## config.mk

```make
export PLATFORM = sky130hd
export DESIGN_NAME = au_sub_serial
export DESIGN_NICKNAME = d
export VERILOG_FILES = /design/src/rtl/au_sub_serial.sv
export SDC_FILE = /design/constraint.sdc
export NUM_CORES = 1
export LEC_CHECK = 0
export CAP_MARGIN = 20
export CORE_ASPECT_RATIO = 1.4
export CORE_MARGIN = 2
export CORE_UTILIZATION = 30
export CTS_CLUSTER_SIZE = 28
export DETAILED_ROUTE_END_ITERATION = 12
export PLACE_DENSITY_LB_ADDON = 0.25
export SYNTH_ARGS = -nofsm -noshare
export SYNTH_HDL_FRONTEND = slang
export SYNTH_SLANG_ARGS = --single-unit
```

## constraint.sdc

```tcl
create_clock -name clk -period 4.15 [get_ports clk]
set_clock_uncertainty 0.1 [all_clocks]
set_input_delay 0.6225 -clock clk [delete_from_list [all_inputs] [get_ports clk]]
set_output_delay 0.6225 -clock clk [all_outputs]
set_load 0.02 [all_outputs]
```

## src/rtl/au_sub_serial.sv

```systemverilog
// au_sub_serial: digit-serial subtractor, d = a - b - bi over WIDTH bits,
// DIGIT bits per clock with a rippled borrow register between digits.
// Optional build macro AU_SUB_SERIAL_SAT_EN: unsigned saturation, the
// result is forced to zero when the final borrow is set (bo stays true).
module au_sub_serial #(
  parameter int WIDTH = 32,
  parameter int DIGIT = 8
) (
  input  logic             clk,
  input  logic             rst_n,
  input  logic             in_valid,
  output logic             in_ready,
  input  logic [WIDTH-1:0] a,
  input  logic [WIDTH-1:0] b,
  input  logic             bi,
  output logic             out_valid,
  input  logic             out_ready,
  output logic [WIDTH-1:0] d,
  output logic             bo
);

  localparam int NDIG = (WIDTH + DIGIT - 1) / DIGIT;
  // Operands are padded to a whole number of digits so the last digit
  // reads zero-extended bits.
  localparam int PW   = NDIG * DIGIT;
  localparam int CW   = (NDIG > 1) ? $clog2(NDIG) : 1;
  localparam logic [WIDTH-1:0] DMASK = WIDTH'({DIGIT{1'b1}});
  localparam logic [CW-1:0]    LAST  = CW'(NDIG - 1);

  typedef enum logic [1:0] {IDLE, RUN, DONE} state_t;

  state_t           state_q, state_d;
  logic [PW-1:0]    a_q, a_d, b_q, b_d;
  logic [WIDTH-1:0] res_q, res_d;
  logic [CW-1:0]    cnt_q, cnt_d;
  logic             br_q, br_d;
  logic             bo_q, bo_d;

  logic [31:0]      base;
  logic [DIGIT-1:0] a_dig, b_dig;
  logic [DIGIT:0]   diff;

  // Current digit slice and its DIGIT+1 bit difference; MSB is the borrow.
  always_comb begin
    base  = 32'(cnt_q) * 32'(DIGIT);
    a_dig = DIGIT'(a_q >> base);
    b_dig = DIGIT'(b_q >> base);
    diff  = {1'b0, a_dig} - {1'b0, b_dig} - {{DIGIT{1'b0}}, br_q};
  end

  // Next-state and datapath update.
  always_comb begin
    state_d = state_q;
    a_d     = a_q;
    b_d     = b_q;
    res_d   = res_q;
    cnt_d   = cnt_q;
    br_d    = br_q;
    bo_d    = bo_q;
    case (state_q)
      IDLE: begin
        if (in_valid) begin
          a_d     = PW'(a);
          b_d     = PW'(b);
          br_d    = bi;
          cnt_d   = '0;
          state_d = RUN;
        end
      end
      RUN: begin
        // Shifting in a WIDTH-wide word drops the padding bits of a
        // partial final digit.
        res_d = (res_q & ~(DMASK << base)) | (WIDTH'(diff[DIGIT-1:0]) << base);
        br_d  = diff[DIGIT];
        cnt_d = cnt_q + CW'(1);
        if (cnt_q == LAST) begin
          bo_d    = diff[DIGIT];
          state_d = DONE;
`ifdef AU_SUB_SERIAL_SAT_EN
          if (diff[DIGIT]) res_d = '0;
`else
`endif
        end
      end
      DONE: begin
        if (out_ready) state_d = IDLE;
      end
      default: state_d = IDLE;
    endcase
  end

  // State and datapath registers.
  always_ff @(posedge clk or negedge rst_n) begin
    if (!rst_n) begin
      state_q <= IDLE;
      a_q     <= '0;
      b_q     <= '0;
      res_q   <= '0;
      cnt_q   <= '0;
      br_q    <= 1'b0;
      bo_q    <= 1'b0;
    end else begin
      state_q <= state_d;
      a_q     <= a_d;
      b_q     <= b_d;
      res_q   <= res_d;
      cnt_q   <= cnt_d;
      br_q    <= br_d;
      bo_q    <= bo_d;
    end
  end

  assign in_ready  = (state_q == IDLE);
  assign out_valid = (state_q == DONE);
  assign d         = res_q;
  assign bo        = bo_q;

endmodule

```

==> results by group, run 1 <==
Run status
  • Outcome: complete, no violations

Die
  • Row count: 54
  • Io pins: 104
  • Die Wd: 110 um
  • Starting density of the core: 30.4%
  • Core area: 0.0154 mm^2
  • Die Ht: 152 um
  • Die ar.: 0.0166 mm^2

Final layout
  • ANT cells: 0
  • Utilization after layout: 40.9%
  • Area grow syn2layout: 34.5%
  • Nets: 535
  • Layout fillers: 1499
  • Final Cell Area: 0.00630 mm^2
  • Layout cells sized above 1: 23.4%

Setup path
  • Crit. Startpoint: cnt_q[0]$_DFFE_PN0P_
  • Peak fanout along the critical path: 7
  • Crit end category: flop
  • Worst EP required: 4270 ps
  • Arrival time worst endpoint: 3400 ps
  • CP Launch Type: flop
  • Reg-to-reg critical path startpoint: cnt_q[0]$_DFFE_PN0P_
  • Crit Path Class: flop to flop

STA
  • Setup TNS Final: 0 ps
  • Max-slew violations: 0
  • Final-report hold violation count: 0
  • Max-slew headroom: 36.7%
  • RSZ-0062 raised after global routing: false
  • Final setup violation count: 0
  • Tmin final: 3280 ps
  • Max Freq: 0.305 GHz
  • Tightest Pin Transition: 942 ps
  • Final hold slack: 14.5 ps
  • Fin crit share: 79.0%

Yosys
  • Number of synthesized flops with an enable pin: 0
  • Top-count cell post-synth: dfrtp_1
  • Synth area leaders: dfrtp_1, mux2_2, mux4_2
  • Seq cells post-synth: 102
  • Synth area leader: dfrtp_1
  • Post-synth top cells: dfrtp_1, mux2_2, inv_1, a22o_1
  • Top-area cell type share of the netlist area: 54.5%
  • Synth Flop Type: dfrtp_1
  • Synthesized area: 0.00468 mm^2
  • Async set-or-reset flop fraction in the synthesized netlist: 100%
  • Syn Nets: 428
  • Register area share after synthesis: 54.5%
  • Post-Syn Area per Cell: 13.7 um^2
  • Yosys cell types: 30
  • Synthesized instance count: 341
  • Synth warnings: 0

Placement
  • Hpwl dp: 8420 um
  • Area after DPL: 0.00594 mm^2
  • I/O Buffers: 103
  • Global placer's final weighted congestion: 0.800

CTS
  • Postcts setup bufs: 0
  • CTS Hold Bufs: 0
  • Post_cts resized: 0
  • Root buffer cell: clkbuf_16
  • Insertion delay to the later sink of the worst-skew pair: 340 ps
  • CTS tree: yes
  • CTS max path bufs: 2
  • CTS sink cnt: 102
  • H-tree depth: 3
  • Clock slew at the register clock pins of the worst setup and hold paths: 70 ps
  • TritonCTS buffer count: 9

Detailed routing
  • Vias per inst: 4.81
  • Post-route ant nets: 0
  • # DRC: 0
  • TritonRoute pass-1 iters: 4
  • DR iter-0 viols: 82
  • Routed vias: 3124
  • Final wirelength: 11200 um
  • DR WL/cell: 17.2 um

Job
  • MaxCap Viol Count: 0

Global route
  • Gr ovfl total: 0
  • Initial antenna violation count: 0
  • Largest net degree at the start of global routing: 80
  • Global-route wire length before repair: 17900 um
  • Total track usage: 14.1%
  • Vias in the first global route: 3409

Hold path
  • Hold WC Path Type: input port to asynchronous set/reset pin
state kept, by name, summed over array words and instances, names as in the netlist:
| name | cells |
|---|---|
| bo | 1 |
| cnt_q | 2 |
| b_q | 32 |
| br_q | 1 |
| a_q | 32 |
| d | 32 |
| state_q | 2 |
final cells by class:
cell class,count,area [um^2],area share (%)
sequential,102,2550,40.5
multi-input combinational,201,1980,31.5
timing repair buffer,109,1090,17.4
clock buffer,11,253,4.01
tap,196,245,3.89
inverter,25,93.8,1.49
clock inverter,5,81.3,1.29
per-layer routing:
| layer | wire length [um] | global-route usage (%) |
|---|---|---|
| met1 | 4660 | 17.3 |
| met2 | 5760 | 23.9 |
| met3 | 510 | 3.05 |
| met4 | 228 | 5.18 |
| met5 | 0 | 0 |
metrics by stage:
| step | cells | setup WS [ps] |
|---|---|---|
| floorplan | 341 | 859 |
| global placement | 632 | 926 |
| detailed placement | 632 | 844 |
| CTS | 648 | 818 |
| global route | 649 | 575 |
| finish | 649 | 873 |
worst max-delay path: stages, from the launching register on:
cell	delay, ps
dfrtp_1	590
buf_4	270
mux4_2	550
ha_1	290
inv_1	40
ha_1	380
o21a_1	200
nor2_1	260
nor2_1	70
mux2i_1	250
o21ai_0	140
cell usage in the layout, fill, tap and decap left out, types with 9 or more instances in the layout:
| cell type | n |
|---|---|
| clkbuf_16 | 9 |
| clkdlybuf4s50_1 | 102 |
| o21ai_0 | 17 |
| mux4_2 | 16 |
| dfrtp_1 | 102 |
| ha_1 | 16 |
| mux2_2 | 64 |
| inv_1 | 25 |
| a22o_1 | 21 |
| nand2_1 | 17 |
worst paths after layout:
kind                                            to  slack, ps  depth (start not counted)
worst max-delay path              d[7]$_DFFE_PN0P_        870                         10
worst min-delay path             d[22]$_DFFE_PN0P_         10                          1
worst max register to register    d[7]$_DFFE_PN0P_        870                         10
worst min register to register   d[14]$_DFFE_PN0P_        400                          2
max in group asynchronous       a_q[1]$_DFFE_PN0P_       2960                          3
min in group clk                 d[14]$_DFFE_PN0P_        400                          2
kinds of logic (layout without fill, tap and decap cells):
group / count (synthesis) / after routing / synth area share [%]
AO/OA/AOI/OAI: 54 / 54 / 8.73
XOR/XNOR: 5 / 5 / 0.935
adder cells (fa/ha/maj): 18 / 18 / 5.13
buffers and inverters: 38 / 150 / 3.21
flip-flops: 102 / 102 / 54.5
multiplexers: 82 / 82 / 23.5
AND/OR/NAND/NOR: 42 / 42 / 4.01
Power of run 1 is not shown: default switching activity piles up to over one toggle a cycle in this logic, so the estimate is an artifact.
==> inputs of run 2 (changes only) <==
==> constraint.sdc (replaced) <==
create_clock -name clk -period 2.7 [get_ports clk]
set_clock_uncertainty 0.1 [all_clocks]
set_input_delay 0.405 -clock clk [delete_from_list [all_inputs] [get_ports clk]]
set_output_delay 0.405 -clock clk [all_outputs]
set_load 0.02 [all_outputs]
==> run 2 against run 1 <==
  * The flow now finishes with violations (negative setup slack)
  * Die area unchanged
  * Global-route usage increased by 0.48 points
  * Setup slack lost 1000 ps
  * Design area is 7.7% higher
  * Count of clock-buffer cells in the layout fell by 2
  * Critical path depth up 1
  * Maximum frequency up 14%
  * Final cell count increased by 5.9%
  * Wire length rose by 5.3%
  * Register-to-register slack worse by 1000 ps
==> results by group, run 2 (synthesis results as in run 1) <==
Final layout
  • Layout cells sized above 1: 36.3%
  • Most frequent cells in the layout: clkdlybuf4s50_1, dfrtp_1, mux2_2
  • Layout fillers: 1447
  • Commonest non-fill, non-tap cell in the layout: clkdlybuf4s50_1
  • Area grow syn2layout: 44.9%
  • Sequential cell area: 0.00255 mm^2
  • ANT cells: 0
  • Area of the multi-input gates: 0.00219 mm^2
  • Nets: 573

Global route
  • Global-route wire length before repair: 18600 um
  • Vias in the first global route: 3574
  • Largest net degree at the start of global routing: 59
  • Total track usage: 14.5%
  • Gr ovfl total: 0
  • Initial antenna violation count: 0

Detailed routing
  • Post-route ant nets: 0
  • DR WL/cell: 17.1 um
  • DR iter-0 viols: 113
  • Vias per inst: 4.77
  • TritonRoute pass-1 iters: 4
  • # DRC: 0
  • Routed vias: 3274
  • Final wirelength: 11800 um

Setup path
  • Cell family with most CP delay: adder cells
  • Arrival time worst endpoint: 3000 ps
  • Cell mode on critical path: fa_2
  • Crit end category: flop
  • Peak fanout along the critical path: 5
  • Crit Path Class: flop to flop
  • Delay of the slowest critical-path stage: 470 ps
  • Worst EP required: 2830 ps
  • Worst Path Buf+Inv: 3
  • CP Launch Type: flop
  • Slowest library cell on the worst path: dfrtp_2
  • CP cell instances: buf_6 -> mux4_2 -> inv_2 -> fa_2 -> fa_2 -> nor2b_4 -> o211ai_1 -> a21oi_2 -> xor2_1 -> buf_4 -> o21ai_1

Placement
  • I/O Buffers: 103
  • Global placer's final weighted congestion: 0.817
  • Hpwl dp: 8960 um

Die
  • Io pins: 104
  • Die ar.: 0.0166 mm^2
  • Die Wd: 110 um
  • Row count: 54
  • Starting density of the core: 30.4%
  • Die Ht: 152 um
  • Core area: 0.0154 mm^2

CTS
  • Root buffer cell: clkbuf_16
  • H-tree depth: 3
  • CTS tree: yes
  • Clock slew at the register clock pins of the worst setup and hold paths: 70 ps
  • CTS max path bufs: 2
  • TritonCTS buffer count: 9
  • Insertion delay to the later sink of the worst-skew pair: 350 ps
  • CTS sink cnt: 102

STA
  • Tmin final: 2870 ps
  • RSZ-0062 raised after global routing: true
  • Final setup violation count: 17
  • Tightest Pin Transition: 767 ps
  • Max-slew headroom: 48.5%
  • Max-slew violations: 0
  • Final hold slack: 393 ps
  • Max Freq: 0.349 GHz
  • Final-report hold violation count: 0
  • Fin crit share: 106%
  • Setup ws final: -167 ps

Hold path
  • Hold WC Path Type: flop to flop

Job
  • MaxCap Viol Count: 0

Run status
  • Outcome: finished with violations
  • Violated checks: negative setup slack
-- run 2: cell types whose count changed in the layout (fill, tap and decap cells not counted), sizes merged, moves of 2 or more --
cell	delta
clkinv	+4
bufinv	-2
buf	+37
clkbuf	-2
-- run 2: final cells by class --
| class | instances | share of cell area (%) |
|---|---|---|
| Clock buffer | 9 | 3.32 |
| Multi-Input combinational cell | 201 | 32.3 |
| Inverter | 25 | 1.38 |
| Tap cell | 196 | 3.61 |
| Sequential cell | 102 | 37.6 |
| Timing Repair Buffer | 147 | 20.9 |
| Clock inverter | 7 | 0.885 |
-- run 2: timing repair --
action,4_1_cts,5_1_grt
setup buffers,5,8
endpoints found under the setup margin,26,26
pin swaps,9,19
hold buffers,1,0
gates resized for setup,29,22
endpoints found under the hold margin,32,0
-- run 2: metal layers --
layer / global-route usage, % / routed length (um) / vias up
met5: 0 / 0 / -
met4: 4.10 / 183 / 0
met3: 3.22 / 508 / 11
met2: 25.9 / 6480 / 86
met1: 17.3 / 4580 / 1641
li1: - / - / 1536
-- run 2: final timing paths --
check | from | endpoint | slack [ps] | cells past startpoint
min in group asynchronous | rst_n | d[13]$_DFFE_PN0P_ | 460 | 2
max in group asynchronous | rst_n | b_q[5]$_DFFE_PN0P_ | 1410 | 3
min | d[14]$_DFFE_PN0P_ | d[14]$_DFFE_PN0P_ | 390 | 2
max reg2reg | cnt_q[0]$_DFFE_PN0P_ | d[6]$_DFFE_PN0P_ | -170 | 11
max | cnt_q[0]$_DFFE_PN0P_ | d[6]$_DFFE_PN0P_ | -170 | 11
min reg2reg | d[14]$_DFFE_PN0P_ | d[14]$_DFFE_PN0P_ | 390 | 2
-- run 2: worst register-to-register path, stage by stage (launching register included) --
cell and delay [ps]:
dfrtp_2 470, buf_6 160, mux4_2 330, inv_2 50, fa_2 380, fa_2 410, nor2b_4 160, o211ai_1 130
a21oi_2 170, xor2_1 190, buf_4 170, o21ai_1 60
-- run 2: stage by stage --
step | utilization, % | instance area, um^2 | std cells | TNS (ps) | setup slack [ps]
2_1_floorplan | - | 4720 | 341 | -339 | -68.4
3_3_place_gp | 40.1 | 6180 | 658 | -2820 | -241
3_5_place_dp | 40.1 | 6180 | 658 | -4070 | -280
4_1_cts | 43.0 | 6630 | 680 | -1440 | -160
5_1_grt | 44.1 | 6790 | 687 | -3920 | -277
6_report | 44.1 | 6790 | 687 | -1910 | -167
Power of run 2 is left out for the same reason.
==> inputs of run 3 (changes only) <==
--- a/config.mk
+++ b/config.mk
@@ -5,13 +5,13 @@
 export SDC_FILE = /design/constraint.sdc
 export NUM_CORES = 1
 export LEC_CHECK = 0
-export CAP_MARGIN = 20
+export CAP_MARGIN = 25
 export CORE_ASPECT_RATIO = 1.4
-export CORE_MARGIN = 2
 export CORE_UTILIZATION = 30
 export CTS_CLUSTER_SIZE = 28
 export DETAILED_ROUTE_END_ITERATION = 12
 export PLACE_DENSITY_LB_ADDON = 0.25
+export SLEW_MARGIN = 5
 export SYNTH_ARGS = -nofsm -noshare
 export SYNTH_HDL_FRONTEND = slang
 export SYNTH_SLANG_ARGS = --single-unit
==> run 3 against run 2 <==
  * The run still ends with negative setup slack left
  * Maximum frequency is 0.33% higher
  * Die area down 3.1%
  * Count of clock-buffer cells in the layout up 3
  * Highest routed layer unchanged
==> results by group, run 3 (synthesis results as in run 1) <==
STA
  • Max-slew violations: 0
  • Setup ws final: -158 ps
  • Final-report hold violation count: 0
  • Fin crit share: 106%
  • RSZ-0062 raised after global routing: true
  • Tmin final: 2860 ps
  • Max-slew headroom: 49.5%
  • Tightest Pin Transition: 752 ps
  • Max Freq: 0.350 GHz
  • Final setup violation count: 22

Setup path
  • Arrival time worst endpoint: 3000 ps
  • Worst reg2reg path depth: 9
  • Slowest library cell on the worst path: mux4_2
  • Worst Path Buf+Inv: 1
  • Peak fanout along the critical path: 5
  • Crit end category: flop
  • Cell family with most CP delay: adder cells
  • Worst EP required: 2840 ps
  • CP Launch Type: flop
  • Cell mode on critical path: fa_2
  • Stages on worst setup path: 9
  • Delay of the slowest critical-path stage: 520 ps
  • CP cell instances: buf_12 -> mux4_2 -> fa_2 -> fa_2 -> nor2b_4 -> o2111ai_1 -> o211ai_1 -> xnor2_1 -> a222oi_1
  • Crit Path Class: flop to flop

Final layout
  • Most frequent cells in the layout: clkdlybuf4s50_1, dfrtp_1, mux2_2
  • ANT cells: 0
  • Commonest non-fill, non-tap cell in the layout: clkdlybuf4s50_1
  • Area grow syn2layout: 41.6%
  • Utilization after layout: 43.9%
  • Nets: 570
  • Layout cells sized above 1: 32.2%

Die
  • Core area: 0.0151 mm^2
  • Die Ht: 150 um
  • Io pins: 104
  • Die ar.: 0.0161 mm^2
  • Row count: 53
  • Die Wd: 108 um
  • Starting density of the core: 31.0%

Run status
  • Violated checks: negative setup slack
  • Outcome: finished with violations

Placement
  • Hpwl dp: 8930 um
  • Global placer's final weighted congestion: 0.804
  • I/O Buffers: 103

Global route
  • Gr ovfl total: 0
  • Initial antenna violation count: 0
  • Vias in the first global route: 3406
  • Largest net degree at the start of global routing: 66
  • Total track usage: 15.3%
  • Global-route wire length before repair: 18400 um

CTS
  • CTS tree: yes
  • H-tree depth: 3
  • Root buffer cell: clkbuf_16
  • TritonCTS buffer count: 9
  • Insertion delay to the later sink of the worst-skew pair: 340 ps
  • CTS sink cnt: 102
  • CTS max path bufs: 2
  • Clock slew at the register clock pins of the worst setup and hold paths: 70 ps

Detailed routing
  • Met2 Wirelength: 6430 um
  • Post-route ant nets: 0
  • # DRC: 0
  • Met3 Wirelength: 545 um
  • Final wirelength: 11600 um
  • Uppermost routed layer: met4
  • Vias per inst: 4.86
  • Metal-1 WL: 4500 um
  • Routed vias: 3306
  • TritonRoute pass-1 iters: 4
  • DR iter-0 viols: 103
  • DR WL/cell: 17.1 um

Job
  • MaxCap Viol Count: 0

Hold path
  • Hold WC Path Type: input port to asynchronous set/reset pin
run 3: metrics by stage:
stage	instances	instance area [um^2]	setup TNS, ps	worst slack [ps]	hold WS (ps)
after CTS	679	6580	-1560	-154	385
final	680	6630	-2150	-158	382
after detailed placement	658	6200	-4320	-275	210
after global placement	658	6200	-3640	-258	203
after global routing	680	6630	-4510	-279	410
after floorplan	341	4720	-339	-68.4	9.41
run 3: routing by layer:
layer / vias to the layer above / track usage (%)
met1: 1669 / 17.3
met5: - / 0
met2: 91 / 28.2
li1: 1533 / -
met4: 0 / 5.00
met3: 13 / 3.35
run 3: what timing repair did:
| action | 4_1_cts | 5_1_grt |
|---|---|---|
| hold endpoints to repair | 19 | 0 |
| cloned | 0 | 0 |
| gates resized for setup | 17 | 7 |
| hold buffers | 1 | 0 |
| endpoints found under the setup margin | 26 | 26 |
| buffers inserted | 5 | 1 |
| pin swaps | 9 | 11 |
run 3: worst register-to-register path, delay by kind of cell (launching register included):
kind / cells / cell delay [ps]
AND/OR/NAND/NOR: 1 / 160
adder cells (fa/ha/maj): 2 / 790
flip-flops: 1 / 390
buffers and inverters: 1 / 130
multiplexers: 1 / 520
AO/OA/AOI/OAI: 3 / 550
XOR/XNOR: 1 / 120
run 3: layout make-up:
cell class,instances,area [um^2]
well taps,192,240
inverters,25,93.8
clock buffers,12,236
multi-input cells,201,2090
flip-flops and latches,102,2550
repair buffers,144,1380
fillers,1422,8490
clock inverters,4,33.8
run 3: path summary, 6_finish.rpt:
check	to	slack [ps]	startpoint
max in group asynchronous	b_q[30]$_DFFE_PN0P_	1460	rst_n
setup reg to reg	br_q$_DFFE_PN0P_	-160	cnt_q[0]$_DFFE_PN0P_
setup / recovery	br_q$_DFFE_PN0P_	-160	cnt_q[0]$_DFFE_PN0P_
hold / removal	d[4]$_DFFE_PN0P_	380	rst_n
min in group clk	d[14]$_DFFE_PN0P_	400	d[14]$_DFFE_PN0P_
hold reg to reg	d[14]$_DFFE_PN0P_	400	d[14]$_DFFE_PN0P_
Power of run 3 is left out for the same reason.
